`src/rtl/imm_fetch_decode_pkg.sv`:
```
// Shared types and constants for the immediate fetch/decode stage.
package imm_fetch_decode_pkg;

    localparam int unsigned IMM_W = 12;
    localparam int unsigned FMT_W = 2;
    localparam int unsigned OPC_W = 7;

    localparam logic [OPC_W-1:0] OPC_OP_IMM = 7'b0010011;
    localparam logic [OPC_W-1:0] OPC_LOAD   = 7'b0000011;
    localparam logic [OPC_W-1:0] OPC_JALR   = 7'b1100111;
    localparam logic [OPC_W-1:0] OPC_STORE  = 7'b0100011;

    typedef enum logic [FMT_W-1:0] {
        FMT_I    = 2'd0,
        FMT_S    = 2'd1,
        FMT_NONE = 2'd2
    } fmt_e;

    typedef struct packed {
        logic [IMM_W-1:0] imm;
        fmt_e             fmt;
        logic             illegal;
    } dec_t;

    typedef enum logic [1:0] {
        ST_EMPTY = 2'd0,
        ST_ONE   = 2'd1,
        ST_FULL  = 2'd2
    } buf_state_e;

endpackage

```
`src/rtl/imm_field_dec.sv`:
```
// Combinational opcode classification and 12-bit immediate extraction.
module imm_field_dec
    import imm_fetch_decode_pkg::*;
#(
    parameter int unsigned INSTR_W = 32
) (
    input  logic [INSTR_W-1:0] instr,
    output dec_t               dec_c
);

    // rs1/funct3 bits carry no immediate information here
    logic unused_bits;
    assign unused_bits = ^instr[19:12];

    always_comb begin
        dec_c         = '0;
        dec_c.fmt     = FMT_NONE;
        dec_c.illegal = 1'b1;
        case (instr[6:0])
            OPC_OP_IMM, OPC_LOAD, OPC_JALR: begin
                dec_c.imm     = instr[31:20];
                dec_c.fmt     = FMT_I;
                dec_c.illegal = 1'b0;
            end
            OPC_STORE: begin
                dec_c.imm     = {instr[31:25], instr[11:7]};
                dec_c.fmt     = FMT_S;
                dec_c.illegal = 1'b0;
            end
            default: ;
        endcase
    end

endmodule

```
`src/rtl/imm_fetch_decode.sv`:
```
// Decode stage feeding the sign extender: 2-entry skid buffer plus delivered-instruction counter.
module imm_fetch_decode
    import imm_fetch_decode_pkg::*;
#(
    parameter int unsigned INSTR_W = 32,
    parameter int unsigned CNT_W   = 16
) (
    input  logic               clk,
    input  logic               rst,
    input  logic               in_valid,
    output logic               in_ready,
    input  logic [INSTR_W-1:0] in_instr,
    output logic               out_valid,
    input  logic               out_ready,
    output logic [IMM_W-1:0]   out_imm,
    output logic [FMT_W-1:0]   out_fmt,
    output logic               out_illegal,
    output logic [CNT_W-1:0]   insn_cnt
);

    dec_t       in_dec_c;
    dec_t       out_q;
    dec_t       skid_q;
    buf_state_e state;
    buf_state_e state_next;
    logic       accept;
    logic       fire;
    logic       load_out_in;
    logic       load_out_skid;
    logic       load_skid;

    imm_field_dec #(.INSTR_W(INSTR_W)) u_dec (
        .instr (in_instr),
        .dec_c (in_dec_c)
    );

    assign accept = in_valid && in_ready;
    assign fire   = out_valid && out_ready;

    always_ff @(posedge clk or posedge rst) begin
        if (rst) begin
            state <= ST_EMPTY;
        end else begin
            state <= state_next;
        end
    end

    always_comb begin
        state_next = state;
        case (state)
            ST_EMPTY: begin
                if (accept) state_next = ST_ONE;
            end
            ST_ONE: begin
                if (accept && !fire)      state_next = ST_FULL;
                else if (!accept && fire) state_next = ST_EMPTY;
            end
            ST_FULL: begin
                if (fire) state_next = ST_ONE;
            end
            default: state_next = ST_EMPTY;
        endcase
    end

    // Datapath load controls; FULL never accepts because in_ready is low there
    always_comb begin
        load_out_in   = 1'b0;
        load_out_skid = 1'b0;
        load_skid     = 1'b0;
        case (state)
            ST_EMPTY: load_out_in = accept;
            ST_ONE: begin
                load_out_in = accept && fire;
                load_skid   = accept && !fire;
            end
            ST_FULL:  load_out_skid = fire;
            default: ;
        endcase
    end

    always_ff @(posedge clk or posedge rst) begin
        if (rst) begin
            out_q     <= '0;
            skid_q    <= '0;
            out_valid <= 1'b0;
            in_ready  <= 1'b1;
            insn_cnt  <= '0;
        end else begin
            if (load_out_in)        out_q <= in_dec_c;
            else if (load_out_skid) out_q <= skid_q;
            if (load_skid)          skid_q <= in_dec_c;
            out_valid <= (state_next != ST_EMPTY);
            in_ready  <= (state_next != ST_FULL);
            if (fire) insn_cnt <= insn_cnt + CNT_W'(1);
        end
    end

    assign out_imm     = out_q.imm;
    assign out_fmt     = out_q.fmt;
    assign out_illegal = out_q.illegal;

endmodule

```
`config.mk`:
```
export PLATFORM = sky130hd
export DESIGN_NAME = imm_fetch_decode
export DESIGN_NICKNAME = d
export VERILOG_FILES = /design/src/rtl/imm_fetch_decode_pkg.sv /design/src/rtl/imm_field_dec.sv /design/src/rtl/imm_fetch_decode.sv
export SDC_FILE = /design/constraint.sdc
export NUM_CORES = 1
export LEC_CHECK = 0
export ABC_AREA = 1
export CAP_MARGIN = 20
export CORE_MARGIN = 2
export CORE_UTILIZATION = 47
export CTS_CLUSTER_DIAMETER = 100
export DETAILED_ROUTE_END_ITERATION = 6
export PLACE_DENSITY = 0.79
export SLEW_MARGIN = 20
export SYNTH_ARGS = -nofsm -noshare
export SYNTH_HDL_FRONTEND = slang
export SYNTH_SLANG_ARGS = --single-unit
```
`constraint.sdc`:
```
create_clock -name clk -period 2.15 [get_ports clk]
set_input_delay 0.5375 -clock clk [delete_from_list [all_inputs] [get_ports clk]]
set_output_delay 0.5375 -clock clk [all_outputs]
set_load 0.01 [all_outputs]
```
Word level (Yosys, flattened, before mapping)
Cells that the tools add are included.
{"block": "word_totals", "register_bits": 50, "input_bits": 36, "out_inout_bits": 33, "elab_cells": 40}
{"block": "op_classes", "muxes": 11, "addsub": 1, "n_reduce_logical": 11, "eq_ne": 7}
{"op": "$mux 15", "count": 2}
{"op": "$pmux 15 s2", "count": 1}
{"op": "$add 16x1->16 const B", "count": 1}
{"op": "$mux 2", "count": 4}
{"op": "$eq 7x2->1 const B", "count": 1}
{"op": "$eq 7x5->1 const B", "count": 1}
{"op": "$eq 7x6->1 const B", "count": 1}
{"op": "$eq 7x7->1 const B", "count": 1}
{"op": "$pmux 2 s3", "count": 1}
{"op": "$logic_and 1x1->1", "count": 5}
{"op": "$reduce_bool 2->1", "count": 2}
{"op": "$reduce_or 3->1", "count": 1}
{"op": "$eq 2x1->1 const B", "count": 1}
{"op": "$eq 2x2->1 const B", "count": 1}
{"op": "$logic_not 1->1", "count": 2}
{"op": "$logic_not 2->1", "count": 1}
{"op": "$mux 1", "count": 2}
{"op": "$ne 2x2->1 const B", "count": 1}
{"op": "$pmux 1 s2", "count": 1}

Logic depth before layout (Yosys ltp)
{"block": "logic_depth", "depth_word": 7, "depth_mapped": 9, "mapped_depth_nobuf": 9}

Modules after synthesis
Synthesis repeated with hierarchy kept, for this count alone.
{"block": "hier_totals", "cells_unflattened": 296, "area_unflattened_um2": 2601.2}
{"mod": "imm_fetch_decode", "cells_each": 240, "n_inst": 1, "area_per_inst_um2": 2329.7, "seq_area_each_um2": 1252.5}
{"mod": "imm_field_dec", "cells_each": 56, "n_inst": 1, "area_per_inst_um2": 271.5, "seq_area_each_um2": 0.0}

Least setup slack after synthesis
Ideal clock, no wire load.
{"block": "synth_timing", "path_kind": "register to register", "from": "register insn_cnt[0]", "to": "register insn_cnt[10]", "slack_ns": 0.766, "required_time_ns": 2.032, "path_stages_with_launch": 8, "arrival_time_ns": 1.266, "n_path_buf": 0, "setup_ns": 0.118, "synth_period_minus_slack_ns": 1.384, "cell_sequence": "dfrtp_1 > ha_1 > nand3_1 > nor2_2 > nand3_1 > nor2_2 > o21bai_1 > inv_1"}
{"block": "synth_between", "elab_chain_cells": 1}
{"item": "start, declared", "line_no": "imm_fetch_decode.sv:18", "source": "output logic [CNT_W-1:0] insn_cnt"}
{"item": "start signal, assigned", "line_no": "imm_fetch_decode.sv:94", "source": "if (fire) insn_cnt <= insn_cnt + CNT_W'(1);"}
{"item": "$add 16x1->16", "line_no": "imm_fetch_decode.sv:94"}
No other way between the ends.
A chain may end at the register's enable or synchronous reset.

Worst setup path in the final report
{"block": "layout_timing", "from": "register in_ready", "to": "output in_ready"}
{"item": "start, declared", "line_no": "imm_fetch_decode.sv:11", "source": "output logic in_ready,"}
{"item": "start signal, assigned", "line_no": "imm_fetch_decode.sv:93", "source": "in_ready <= (state_next != ST_FULL);"}
No word-level cell between the ends.

==> results.py <==
metrics = {
    "outcome": {
        "status": "complete, no violations",
    },
    "timing": {
        "fmax_ghz": 0.528,
        "tightest_slew_ns": 0.371,
        "skew_ns": 0.00919,
        "finalWorstSetupSlack_ns": 0.257,
        "fin_crit_sh_pct": 88.1,
        "rsz0062_at_grt": "no",
        "max_slew_margin_pct": 75.3,
        "finalSetupTns_ns": 0,
        "fin_hold_ws_ns": 0.480,
        "fin_crit_ns": 1.89,
        "setup_viol": 0,
        "hold_violations": 0,
        "slew_violations": 0,
    },
    "critical_path": {
        "crit_family": "flip-flops",
        "endpoint": "in_ready",
        "cp_max_fo": 2,
        "cpPeakStageDelay_ns": 0.53,
        "cp.arrival_ns": 1.36,
        "ff2ff_setup_slack_ns": 0.61,
        "r2r_end": "skid_q[7]",
        "path_depth": 1,
        "reg2reg_depth": 7,
        "path_class": "reg -> out",
        "critPathBufInv": 1,
        "end_kind": "primary output",
        "worstSetupStartpointType": "register",
        "worstPathCellList": "clkdlybuf4s50_1",
        "cp.required_ns": 1.61,
        "reg2reg_from": "in_ready",
        "crit_start": "in_ready",
        "slowest_stage": "dfstp_2",
    },
    "floorplan": {
        "pin_count": 69,
        "die_y_um": 75.3,
        "core_sq_um": 4820,
        "dieArea_sq_um": 5670,
        "start_util_pct": 49.6,
        "die_w_um": 75.3,
        "rows": 25,
    },
    "synth": {
        "synth_area_sq_um": 2390,
        "synth_nets": 317,
        "netlist_top_cells_count": "nand2_1 (70), dfrtp_1 (47), inv_1 (40)",
        "postSynthAreaPerCell_sq_um": 8.54,
        "synth_cell_types": 36,
        "synth_area_leaders": "dfrtp_1 (49%), nand2_1 (11%), inv_1 (6.3%)",
        "yosys_warnings": 0,
        "synth_ff_type": "dfrtp_1",
        "yosysSeqAreaShare_pct": 50.3,
        "async_flop_share_pct": 100,
        "syn_inst": 280,
        "yosysTopAreaCellShare_pct": 49.2,
        "synth_most_common_cell": "nand2_1",
        "ys_ff_latch": 48,
        "synth_top_cell_by_area": "dfrtp_1",
        "synth_edf_count": 0,
    },
    "routing": {
        "ant_nets": 0,
        "drt_wl_total_um": 4840,
        "routed.top_layer": "met4",
        "met2_length_um": 2370,
        "via_count": 2003,
        "firstDrtPassIters": 4,
        "drt-met1-wl_um": 2120,
        "drc": 0,
        "via_per_inst": 4.84,
        "met3WireLength_um": 285,
        "wl_per_cell_um": 11.7,
        "drt_iter0_drc": 96,
    },
    "pwr": {
        "combPwrFrac_pct": 37.7,
        "p_leak_nw": 1.49,
        "p_seq_share_pct": 43.5,
        "p_sw_share_pct": 34.7,
        "internal_power_w": 0.00192,
        "pwr-share-clk_pct": 18.8,
        "ir_worst_vdd_mv": 0.607,
        "p_sw_w": 0.00102,
        "p_total_w": 0.00294,
        "power_density_nw_per_um2": 929,
    },
    "clocking": {
        "cts_max_level": 2,
        "cts_resized": 0,
        "cts_root_buf": "clkbuf_8",
        "clkLatencyLatePin_ns": 0.30,
        "clock_path_buffers": 2,
        "cts_tree": "yes",
        "cts.sinks": 48,
        "cts_setup_buffers": 0,
        "cts_buffers": 5,
        "cts_hold_buffers": 0,
        "cts.reportedPaths.clkPinSlew_ns": 0.08,
    },
    "cells_and_area": {
        "nets": 383,
        "instances_no_fill": 414,
        "drive_gt1_share_pct": 9.80,
        "syn_to_final_growth_pct": 32.5,
        "diodes": 0,
    },
    "grt": {
        "grt_max_degree": 33,
        "antenna_found_initial": 0,
        "track_usage_pct": 18.8,
        "overflow": 0,
        "grt_pass1_wl_um": 8080,
        "grt_pass1_vias": 1851,
    },
    "place": {
        "dpl.hpwl_um": 3530,
        "io_buffers": 60,
        "dp_cells": 406,
        "finalWeightedCongestion": 0.797,
        "dp_slack_ns": 0.137,
    },
    "run": {
        "maxCapViolCount": 0,
    },
    "min_path": {
        "hold_class": "reg -> reg",
    },
}
==> flip-flops by register name, summed over array words and instances (netlist names) <==
signal     flops
insn_cnt      16
skid_q        14
out_imm       12
out_fmt        2
state          2
in_ready       1
out_valid      1
==> worst min path at each step <==
stage / from / end / slack [ns] / cells after the start
after CTS: insn_cnt[15] / insn_cnt[15] / 0.49 / 1
after detailed placement: skid_q[3] / skid_q[3] / 0.47 / 2
final: insn_cnt[15] / insn_cnt[15] / 0.48 / 1
after global routing: out_imm[1] / out_imm[1] / 0.52 / 2
after global placement: insn_cnt[15] / insn_cnt[15] / 0.46 / 1
after floorplan: skid_q[1] / skid_q[1] / 0.45 / 2
==> power groups by stage <==
stage	Sequential [W]	Clock [W]	Combinational (W)
after floorplan	0.00134	0	0.000626
after global placement	0.00129	0	0.00109
after detailed placement	0.00130	0	0.00111
after CTS	0.00128	0.000569	0.00113
after global routing	0.00131	0.000594	0.00123
final	0.00128	0.000553	0.00111
==> routing by layer <==
metal	GRT usage, %	vias to the layer above
li1	-	1007
met1	23.4	935
met2	31.3	55
met3	5.42	6
met4	6.63	0
met5	0	-
==> area by class of cell <==
type / instances / area [sq um]
Clock buffer: 7 / 86.3
Clock inverter: 1 / 7.51
Fill cell: 425 / 1650
Inverter: 43 / 174
Multi-Input combinational cell: 183 / 952
Sequential cell: 48 / 1200
Tap cell: 67 / 83.8
Timing Repair Buffer: 65 / 663
==> per-stage QoR <==
| step | util [%] | area [sq um] |
|---|---|---|
| CTS | 65.8 | 3170 |
| finish | 65.8 | 3170 |
| detailed placement | 63.8 | 3080 |
| global route | 65.8 | 3170 |
| global placement | 63.8 | 3080 |
| floorplan | - | 2390 |
==> cells in the final DEF (no fill, tap or decap), types with 2 or more instances in the layout <==
cell / n
nand2_1: 70
clkdlybuf4s50_1: 60
dfrtp_1: 47
inv_1: 39
nand3_1: 28
nor2_1: 27
o21ai_0: 10
o22ai_1: 7
xor2_1: 6
clkbuf_8: 6
xnor2_1: 5
nand2_2: 4
a31oi_1: 4
nor2_2: 3
buf_4: 3
nand2_4: 2
nor2_4: 2
inv_2: 2
nand3b_1: 2
buf_12: 2
==> cells by family (layout without fill, tap and decap cells) <==
| group | after synthesis | in the layout | share of synthesized area (%) |
|---|---|---|---|
| adder cells (fa/ha/maj) | 1 | 1 | 0.523 |
| AND/OR/NAND/NOR | 145 | 145 | 28.8 |
| AO/OA/AOI/OAI | 26 | 26 | 6.44 |
| buffers and inverters | 49 | 116 | 9.89 |
| flip-flops | 48 | 48 | 50.3 |
| XOR/XNOR | 11 | 11 | 4.03 |
No activity file was read; power rests on OpenSTA's default activity.
